<file path="config.mk">
export PLATFORM = sky130hd
export DESIGN_NAME = counter_64_bit_arbiter
export DESIGN_NICKNAME = d
export VERILOG_FILES = /design/src/rtl/counter_64_bit_arbiter.sv
export SDC_FILE = /design/constraint.sdc
export NUM_CORES = 1
export LEC_CHECK = 0
export ABC_AREA = 1
export BUFFER_PORTS_ARGS = -buffer_cell sky130_fd_sc_hd__buf_2
export CAP_MARGIN = 15
export CORE_AREA = 5 5 128 130
export CTS_CLUSTER_SIZE = 30
export DETAILED_ROUTE_END_ITERATION = 8
export DIE_AREA = 0 0 133 135
export PLACE_DENSITY = 0.76
export SLEW_MARGIN = 20
export SYNTH_ARGS = -nofsm -noshare
export SYNTH_HDL_FRONTEND = slang
export SYNTH_SLANG_ARGS = --single-unit
</file>
<file path="constraint.sdc">
create_clock -name clk -period 6 [get_ports clk]
set_input_delay 1.2 -clock clk [delete_from_list [all_inputs] [get_ports clk]]
set_output_delay 1.2 -clock clk [all_outputs]
set_load 0.01 [all_outputs]
</file>
<file path="src/rtl/counter_64_bit_arbiter.sv">
`default_nettype none
// ============================================================================
// Module  : counter_64_bit_arbiter
// Brief   : Round-robin two-requester command front end for a loadable counter.
// Revision: 1.0
// ============================================================================
module counter_64_bit_arbiter #(
  parameter int WIDTH = 64
) (
  input  logic             clk,
  input  logic             rst,
  input  logic             r0_valid,
  input  logic [1:0]       r0_op,
  input  logic [WIDTH-1:0] r0_data,
  output logic             r0_ready,
  input  logic             r1_valid,
  input  logic [1:0]       r1_op,
  input  logic [WIDTH-1:0] r1_data,
  output logic             r1_ready,
  output logic             rsp_valid,
  output logic             rsp_id,
  output logic [WIDTH-1:0] rsp_data,
  input  logic             rsp_ready,
  output logic             load,
  output logic [WIDTH-1:0] din,
  output logic             wen,
  input  logic [WIDTH-1:0] q
);

  typedef enum logic [1:0] {
    IDLE = 2'd0,
    EXEC = 2'd1,
    RESP = 2'd2
  } state_t;

  localparam logic [1:0] OP_LOAD = 2'd0;
  localparam logic [1:0] OP_RUN  = 2'd1;
  localparam logic [1:0] OP_STOP = 2'd2;

  state_t             state_q, state_d;
  logic               ptr_q, ptr_d;
  logic [1:0]         op_q, op_d;
  logic               id_q, id_d;
  logic [WIDTH-1:0]   din_q, din_d;
  logic               wen_q, wen_d;
  logic [WIDTH-1:0]   rsp_data_q, rsp_data_d;

  logic               grant0, grant1;
  logic [1:0]         sel_op;
  logic [WIDTH-1:0]   sel_data;

  // The pointed requester wins; the other one wins only when the pointed one is idle.
  assign grant0   = r0_valid && (!ptr_q || !r1_valid);
  assign grant1   = r1_valid && ( ptr_q || !r0_valid);
  assign r0_ready = (state_q == IDLE) && grant0;
  assign r1_ready = (state_q == IDLE) && grant1;
  assign sel_op   = grant1 ? r1_op   : r0_op;
  assign sel_data = grant1 ? r1_data : r0_data;

  assign load      = (state_q == EXEC) && (op_q == OP_LOAD);
  assign din       = din_q;
  assign wen       = wen_q;
  assign rsp_valid = (state_q == RESP);
  assign rsp_id    = id_q;
  assign rsp_data  = rsp_data_q;

  always_comb begin
    state_d    = state_q;
    ptr_d      = ptr_q;
    op_d       = op_q;
    id_d       = id_q;
    din_d      = din_q;
    wen_d      = wen_q;
    rsp_data_d = rsp_data_q;
    case (state_q)
      IDLE: begin
        if (r0_ready || r1_ready) begin
          op_d    = sel_op;
          id_d    = grant1;
          ptr_d   = !grant1;
          state_d = EXEC;
          // din only moves for LOAD so it keeps its last driven value otherwise.
          if (sel_op == OP_LOAD) begin
            din_d = sel_data;
          end
        end
      end
      EXEC: begin
        rsp_data_d = q;
        if (op_q == OP_RUN) begin
          wen_d = 1'b1;
        end else if (op_q == OP_STOP) begin
          wen_d = 1'b0;
        end
        state_d = RESP;
      end
      RESP: begin
        if (rsp_ready) begin
          state_d = IDLE;
        end
      end
      default: state_d = IDLE;
    endcase
  end

  always_ff @(posedge clk or posedge rst) begin
    if (rst) begin
      state_q    <= IDLE;
      ptr_q      <= 1'b0;
      op_q       <= 2'd0;
      id_q       <= 1'b0;
      din_q      <= '0;
      wen_q      <= 1'b0;
      rsp_data_q <= '0;
    end else begin
      state_q    <= state_d;
      ptr_q      <= ptr_d;
      op_q       <= op_d;
      id_q       <= id_d;
      din_q      <= din_d;
      wen_q      <= wen_d;
      rsp_data_q <= rsp_data_d;
    end
  end

endmodule
`default_nettype wire

</file>
==> results of run 1 <==
worst paths after layout:
kind / from / endpoint / slack [ns] / cells after the start
max: r1_valid / din[46] / 1.90 / 10
max in group asynchronous: rst / rsp_data[8] / 3.92 / 3
min reg2reg: rsp_data[15] / rsp_data[15] / 0.46 / 2
min in group asynchronous: rst / rsp_data[31] / 0.92 / 2
min: rsp_data[15] / rsp_data[15] / 0.46 / 2
max reg2reg: ptr_q / din[46] / 2.83 / 8
flip-flops by register name, indices dropped and copies added, names as in the netlist:
name,cells
op_q,2
rsp_data,64
din,64
wen,1
rsp_id,1
state_q,2
ptr_q,1
synth_stat cells:
library cell	count
buf_2	43
nor2_1	3
o21ai_0	2
buf_4	6
clkbuf_1	7
o21ai_1	2
mux2_2	1
buf_6	1
dfrtp_1	135
nand2_1	397
inv_1	17
nand3_1	133
ha_1	2
nand3_4	1
nand2_2	1
nand4_1	64
buf_1	12
layout make-up:
class | instances | area share (%)
multi-input cells | 606 | 30.6
diodes | 2 | 0.0574
repair buffers | 342 | 19.9
flip-flops and latches | 135 | 38.7
inverters | 17 | 0.789
well taps | 188 | 2.70
clock inverters | 12 | 2.02
clock buffers | 19 | 5.19
power by group:
part / switching, mW / internal, mW / leakage, nW
Combinational: 1.15 / 0.634 / 3.22
Clock: 0.382 / 0.715 / 0.305
Sequential: 0.226 / 1.34 / 1.68
through the flow:
step	hold WS [ns]	utilization (%)
3_3_place_gp	0.448	53.8
2_1_floorplan	0.459	-
3_5_place_dp	0.454	53.8
4_1_cts	0.467	57.9
6_report	0.463	58.0
5_1_grt	0.482	58.0
worst reg2reg max path: stages, from the launching register on:
cell	delay (ns)
dfrtp_1	0.40
nand2_2	0.06
buf_4	0.55
nand3_1	0.25
nand2_2	0.11
buf_4	0.56
nand3_4	0.77
nand2_1	0.29
nand2_1	0.07
layout by cell type (no fill, tap or decap), types with 3 or more instances in the layout:
master       n
nand3_1    133
bufinv_16    4
nand2_1    392
clkinv_4     3
inv_1       15
dfrtp_1    135
clkinv_2     3
buf_2      334
nand2_2      5
nand4_1     64
buf_4        8
clkbuf_16   17
layer usage:
layer / up-vias / global-route usage, % / share of wire (%)
met1: 3146 / 28.4 / 41
li1: 3285 / - / -
met4: 2 / 8.72 / 2.6
met3: 41 / 6.71 / 8.6
met5: - / 0 / 0.034
met2: 298 / 36.6 / 48
kinds of logic (layout without fill, tap and decap cells):
logic type / count (synthesis) / after routing
AOI/OAI and AO/OA: 4 / 4
adders and majority gates: 2 / 2
buffers and inverters: 86 / 390
DFF: 135 / 135
muxes: 1 / 1
other: 0 / 2
and+or+nand+nor: 599 / 599
==> key figures, run 1 <==
Placement
  • Place WS: 1.49 ns
  • Port Buffer Count: 334
  • Final GP Congestion: 0.829
  • Cell count after placement: 1288
  • DP HPWL: 14.4 mm
  • Post-DP Area: 8080 um2

Global routing
  • Gr usage total: 22.5%
  • Vias in the first global route: 6475
  • Initial antenna violation count: 3
  • Largest net degree at the start of global routing: 79
  • Remaining Overflow, GRT: 0
  • First-pass GRT wire length: 32.8 mm

Critical path
  • Crit-path slowest cell: nand3_4
  • Arrival time at the worst endpoint: 4.39 ns
  • Most used cell, CP: buf_4
  • CP cell instances: buf_2 > buf_4 > nand2_2 > buf_4 > nand3_1 > nand2_2 > buf_4 > nand3_4 > nand2_1 > nand2_1
  • Type of origin of the critical path: input port
  • WP buf/inv: 4
  • Data required, critical path: 6.29 ns
  • Crit-path max FO: 68
  • Critical path class: in -> reg
  • Cell family with most CP delay: simple AND/OR/NAND/NOR gates
  • Crit path largest cell delay: 0.75 ns
  • CP endpoint kind: flop

Cells and area
  • Nets: 1322
  • Syn-to-layout area delta: 35.6%
  • FF+latch area: 3380 um2
  • Non-Filler Instances: 1321
  • Layout cells sized above 1: 34.0%
  • Fillers: 1421
  • Area of the multi-input gates: 2670 um2
  • Post-route design area: 8720 um2

Synth
  • Synth Area in Compound Gates: 0.311%
  • Post-Synthesis Cells: 827
  • Netlist Area Pre-Place: 6430 um2
  • Largest family of logic cells by synthesized area: simple AND/OR/NAND/NOR gates
  • Adder-Cell Fraction of Synth Area: 0.389%
  • Largest cells by area after synthesis: dfrtp_1, nand2_1, nand3_1, nand4_1, buf_2
  • Simple-gate share of the synthesized area: 40.3%
  • Largest area contributor in the netlist: dfrtp_1
  • Xor-xnor portion of the synthesized cell area: 0%
  • Mux contribution to synthesized area: 0.175%
  • Synth Register Bits: 135
  • Yosys warnings: 0
  • Synthesized area per cell: 7.78 um2
  • Library cells used by synthesis: 17
  • Area share of the largest cell type after synthesis: 52.5%
  • Syn Nets: 1030
  • Sequential cell area fraction in the yosys report: 52.5%

Timing
  • Tcrit/Tclk final: 68.4%
  • Final setup TNS: 0 ns
  • Unrepaired setup endpoints after global routing: no
  • Setup ws final: 1.90 ns
  • Setup violations, final: 0
  • Final-report hold violation count: 0
  • Min Tclk post-route: 4.10 ns
  • Final Skew: 0.00832 ns
  • Least-Margin Pin Slew: 1.05 ns
  • Slew HR: 29.9%
  • Final Max Slew Viols: 0
  • Maximum operating frequency: 244 MHz

Floorplanning
  • Core box area: 15000 um2
  • Initial core utilization: 42.8%
  • # IOs: 335
  • Die Y: 135 um
  • Die area: 18000 um2
  • Die width: 133 um
  • # rows: 45

Clocking
  • Cts repair resizes: 0
  • Clock Sinks: 135
  • TritonCTS clock tree: done
  • Clock root buffer: clkbuf_16
  • H-tree levels: 4
  • CTS Buf Count: 17
  • Clock transition at path regs: 0.06 ns
  • Number of post-CTS setup repair buffers: 0
  • Clock tree buffer depth: 2
  • Clock latency on the worst-skew pair: 0.40 ns
  • # hold bufs at CTS: 0

Detailed routing
  • DRC: 0
  • Via/cell ratio: 5.13
  • DRT iter0 DRCs: 346
  • Total Routed Length: 20.8 mm
  • ANT nets after route: 0
  • Wirelength per Cell: 15.8 um
  • Vias: 6772
  • Drt pass-1 iters: 5

Run
  • Maxcap violations: 0

Status
  • Status: completed

Pwr
  • Worst vdd ir: 0.209 mV
  • Pleak: 5.21 nW
  • Pwr/cell area: 510 nW/um2
  • Final Power: 4.45 mW

Min path
  • Hold Crit Class: reg -> reg
Power figures use the tool's default switching activity.
==> inputs of run 2 (changes only) <==
- ABC_AREA: 1 -> 0
- CORE_AREA: 5 5 128 130 -> not set
- CORE_ASPECT_RATIO: not set -> 1.4
- CORE_MARGIN: not set -> 5
- CORE_UTILIZATION: not set -> 40
- DIE_AREA: 0 0 133 135 -> not set
- PLACE_DENSITY: 0.76 -> 0.77
- clock period: 6 -> 3.55 ns (I/O delays scaled with it)
==> key figures, run 2 <==
Status
  • Status: completed

Timing
  • Final setup TNS: 0 ns (unchanged)
  • Setup violations, final: 0 (unchanged)
  • Slew HR: 41.7% (+12 points)
  • Final Max Slew Viols: 0 (unchanged)
  • Min Tclk post-route: 2.57 ns
  • Least-Margin Pin Slew: 0.872 ns (-0.178 ns)
  • Final-report hold violation count: 0 (unchanged)
  • Tcrit/Tclk final: 72.3%
  • Unrepaired setup endpoints after global routing: no
  • Final Skew: 0.0111 ns (+0.00280 ns)
  • Maximum operating frequency: 390 MHz

Detailed routing
  • Vias: 4414 (-35%)
  • Total Routed Length: 16.1 mm (-23%)
  • DRC: 0 (unchanged)
  • Drt pass-1 iters: 4 (-1)
  • ANT nets after route: 0 (unchanged)
  • Wirelength per Cell: 17.5 um (+11%)
  • Via/cell ratio: 4.79 (-6.5%)
  • DRT iter0 DRCs: 113 (-67%)

Global routing
  • Largest net degree at the start of global routing: 67 (-15%)
  • First-pass GRT wire length: 26.0 mm (-21%)
  • Remaining Overflow, GRT: 0 (unchanged)
  • Vias in the first global route: 5098 (-21%)
  • Initial antenna violation count: 1 (-2)
  • Gr usage total: 18.7% (-3.8 points)

Critical path
  • Crit-path max FO: 25 (-63%)
  • Arrival time at the worst endpoint: 1.86 ns (-2.53 ns)
  • Crit path largest cell delay: 0.41 ns (-0.34 ns)
  • CP cell instances: nand2b_1 > nand2_2 > nor3_1 > buf_2
  • CP endpoint kind: output pin
  • Crit-path slowest cell: dfrtp_1
  • Type of origin of the critical path: flop
  • Data required, critical path: 2.84 ns (-3.45 ns)
  • Critical path class: reg -> out

Run
  • Maxcap violations: 0 (unchanged)

Floorplanning
  • Die area: 17300 um2 (-3.9%)
  • Initial core utilization: 40.7% (-2.1 points)
  • Die Y: 153 um (+14%)
  • Core box area: 14400 um2 (-3.9%)
  • # rows: 52 (+16%)
  • Die width: 112 um (-15%)
  • # IOs: 335 (unchanged)

Synth
  • Netlist Area Pre-Place: 5880 um2 (-8.6%)
  • Post-synth EDFFs: 0 (unchanged)
  • Count leader, synth: mux2_2
  • Sequential cell area fraction in the yosys report: 57.5% (+4.9 points)
  • Yosys warnings: 0 (unchanged)
  • Largest area contributor in the netlist: dfrtp_1
  • Post-Synthesis Cells: 382 (-54%)
  • Commonest cells in the netlist: mux2_2, dfrtp_1, buf_2
  • Synth Register Bits: 135 (unchanged)
  • Area share of the largest cell type after synthesis: 57.5% (+4.9 points)
  • Synthesized area per cell: 15.4 um2 (+98%)
  • Library cells used by synthesis: 25 (+8)
  • Largest cells by area after synthesis: dfrtp_1, mux2_2, mux2_1, buf_2, buf_6
  • Async SR Flop Fraction: 100% (unchanged)
  • Top FF cell, synth: dfrtp_1
  • Syn Nets: 585 (-43%)

Cells and area
  • Layout cells sized above 1: 76.8% (+43 points)
  • Most frequent cells in the layout: buf_2, mux2_2, dfrtp_1
  • Commonest non-fill, non-tap cell in the layout: buf_2
  • Nets: 922 (-30%)
  • Final core occ: 57.8% (-0.18 points)
  • Antenna Cells: 0 (-2)
  • Syn-to-layout area delta: 42.1%

Clocking
  • Cts repair resizes: 0 (unchanged)
  • Clock root buffer: clkbuf_16
  • Clock latency on the worst-skew pair: 0.40 ns (about the same)
  • Clock tree buffer depth: 2 (unchanged)
  • Clock transition at path regs: 0.06 ns (about the same)
  • Clock Sinks: 135 (unchanged)
  • CTS Buf Count: 17 (unchanged)
  • H-tree levels: 4 (unchanged)
  • # hold bufs at CTS: 0 (unchanged)
  • TritonCTS clock tree: done
  • Number of post-CTS setup repair buffers: 0 (unchanged)

Min path
  • Hold Crit Class: in -> async

Placement
  • Port Buffer Count: 334 (unchanged)
  • DP HPWL: 12.6 mm (-13%)
  • Final GP Congestion: 0.868 (+4.8%)

Pwr
  • Internal power: 4.93 mW (+84%)
  • Final Power: 7.37 mW (+66%)
  • Worst vdd ir: 0.396 mV (+90%)
  • Pwr/cell area: 882 nW/um2 (+73%)
  • Pleak: 4.10 nW (-21%)
  • Power share of the clock group: 23.6% (-1.1 points)
  • Sequential power share: 37.1% (+2.0 points)
  • Net load switching power: 2.44 mW (+38%)
  • Sw Ratio: 33.1% (-6.5 points)
  • Gate power share: 39.3% (-0.9 points)
## run 2: layer usage
layer  GRT usage (%)  up-vias  wire [um]
met2            34.1      228       8520
li1                -     2038          -
met3            6.25       29       1460
met5               0        -         10
met1            20.1     2117       5790
met4            6.30        2        337
## run 2: layout make-up
cell class | instances | area [um2]
clock buffers | 20 | 447
clock inverters | 12 | 140
fillers | 1185 | 6090
inverters | 4 | 18.8
multi-input cells | 222 | 2370
flip-flops and latches | 135 | 3380
well taps | 189 | 236
repair buffers | 339 | 1760
## run 2: metrics by stage
stage          cell area [um2]  cells  setup WS (ns)  hold WS, ns
2_1_floorplan             5880    382           1.16        0.459
3_3_place_gp              7770    889           1.08        0.462
3_5_place_dp              7770    889          0.980        0.484
4_1_cts                   8350    921          0.966        0.498
5_1_grt                   8350    921          0.864        0.513
6_report                  8350    921          0.984        0.482
## run 2: final timing paths
check | slack (ns) | end | from | cells past startpoint
min | 0.48 | rsp_data[47] | rst | 2
max | 0.98 | r1_ready | ptr_q | 4
max in group asynchronous | 2.29 | din[28] | rst | 3
min reg2reg | 0.49 | din[27] | din[27] | 1
max reg2reg | 1.30 | din[49] | ptr_q | 5
min in group clk | 0.49 | din[27] | din[27] | 1
## run 2: logic make-up (layout without fill, tap and decap cells)
logic type               count (synthesis)  count (layout)  share of synthesized area [%]
buffers and inverters                   25             375                           2.34
AO/OA/AOI/OAI                           11              11                           1.34
adder cells (fa/ha/maj)                  2               2                          0.426
AND/OR/NAND/NOR                         15              15                           1.30
multiplexers                           194             194                           37.1
flip-flops                             135             135                           57.5
## run 2: critical path, delay by kind of cell, from the launching register on
family	cells	cell delay [ns]
and+or+nand+nor	3	0.87
DFF	1	0.41
buffers and inverters	1	0.18
## run 2: power by group through the flow
stage                     Clock [mW]  Combinational [mW]  Sequential, mW
final                           1.74                2.90            2.74
after global routing            1.86                3.15            2.85
after CTS                       1.78                2.96            2.75
after detailed placement           0                2.96            2.76
after global placement             0                2.86            2.72
after floorplan                    0                1.35            3.09
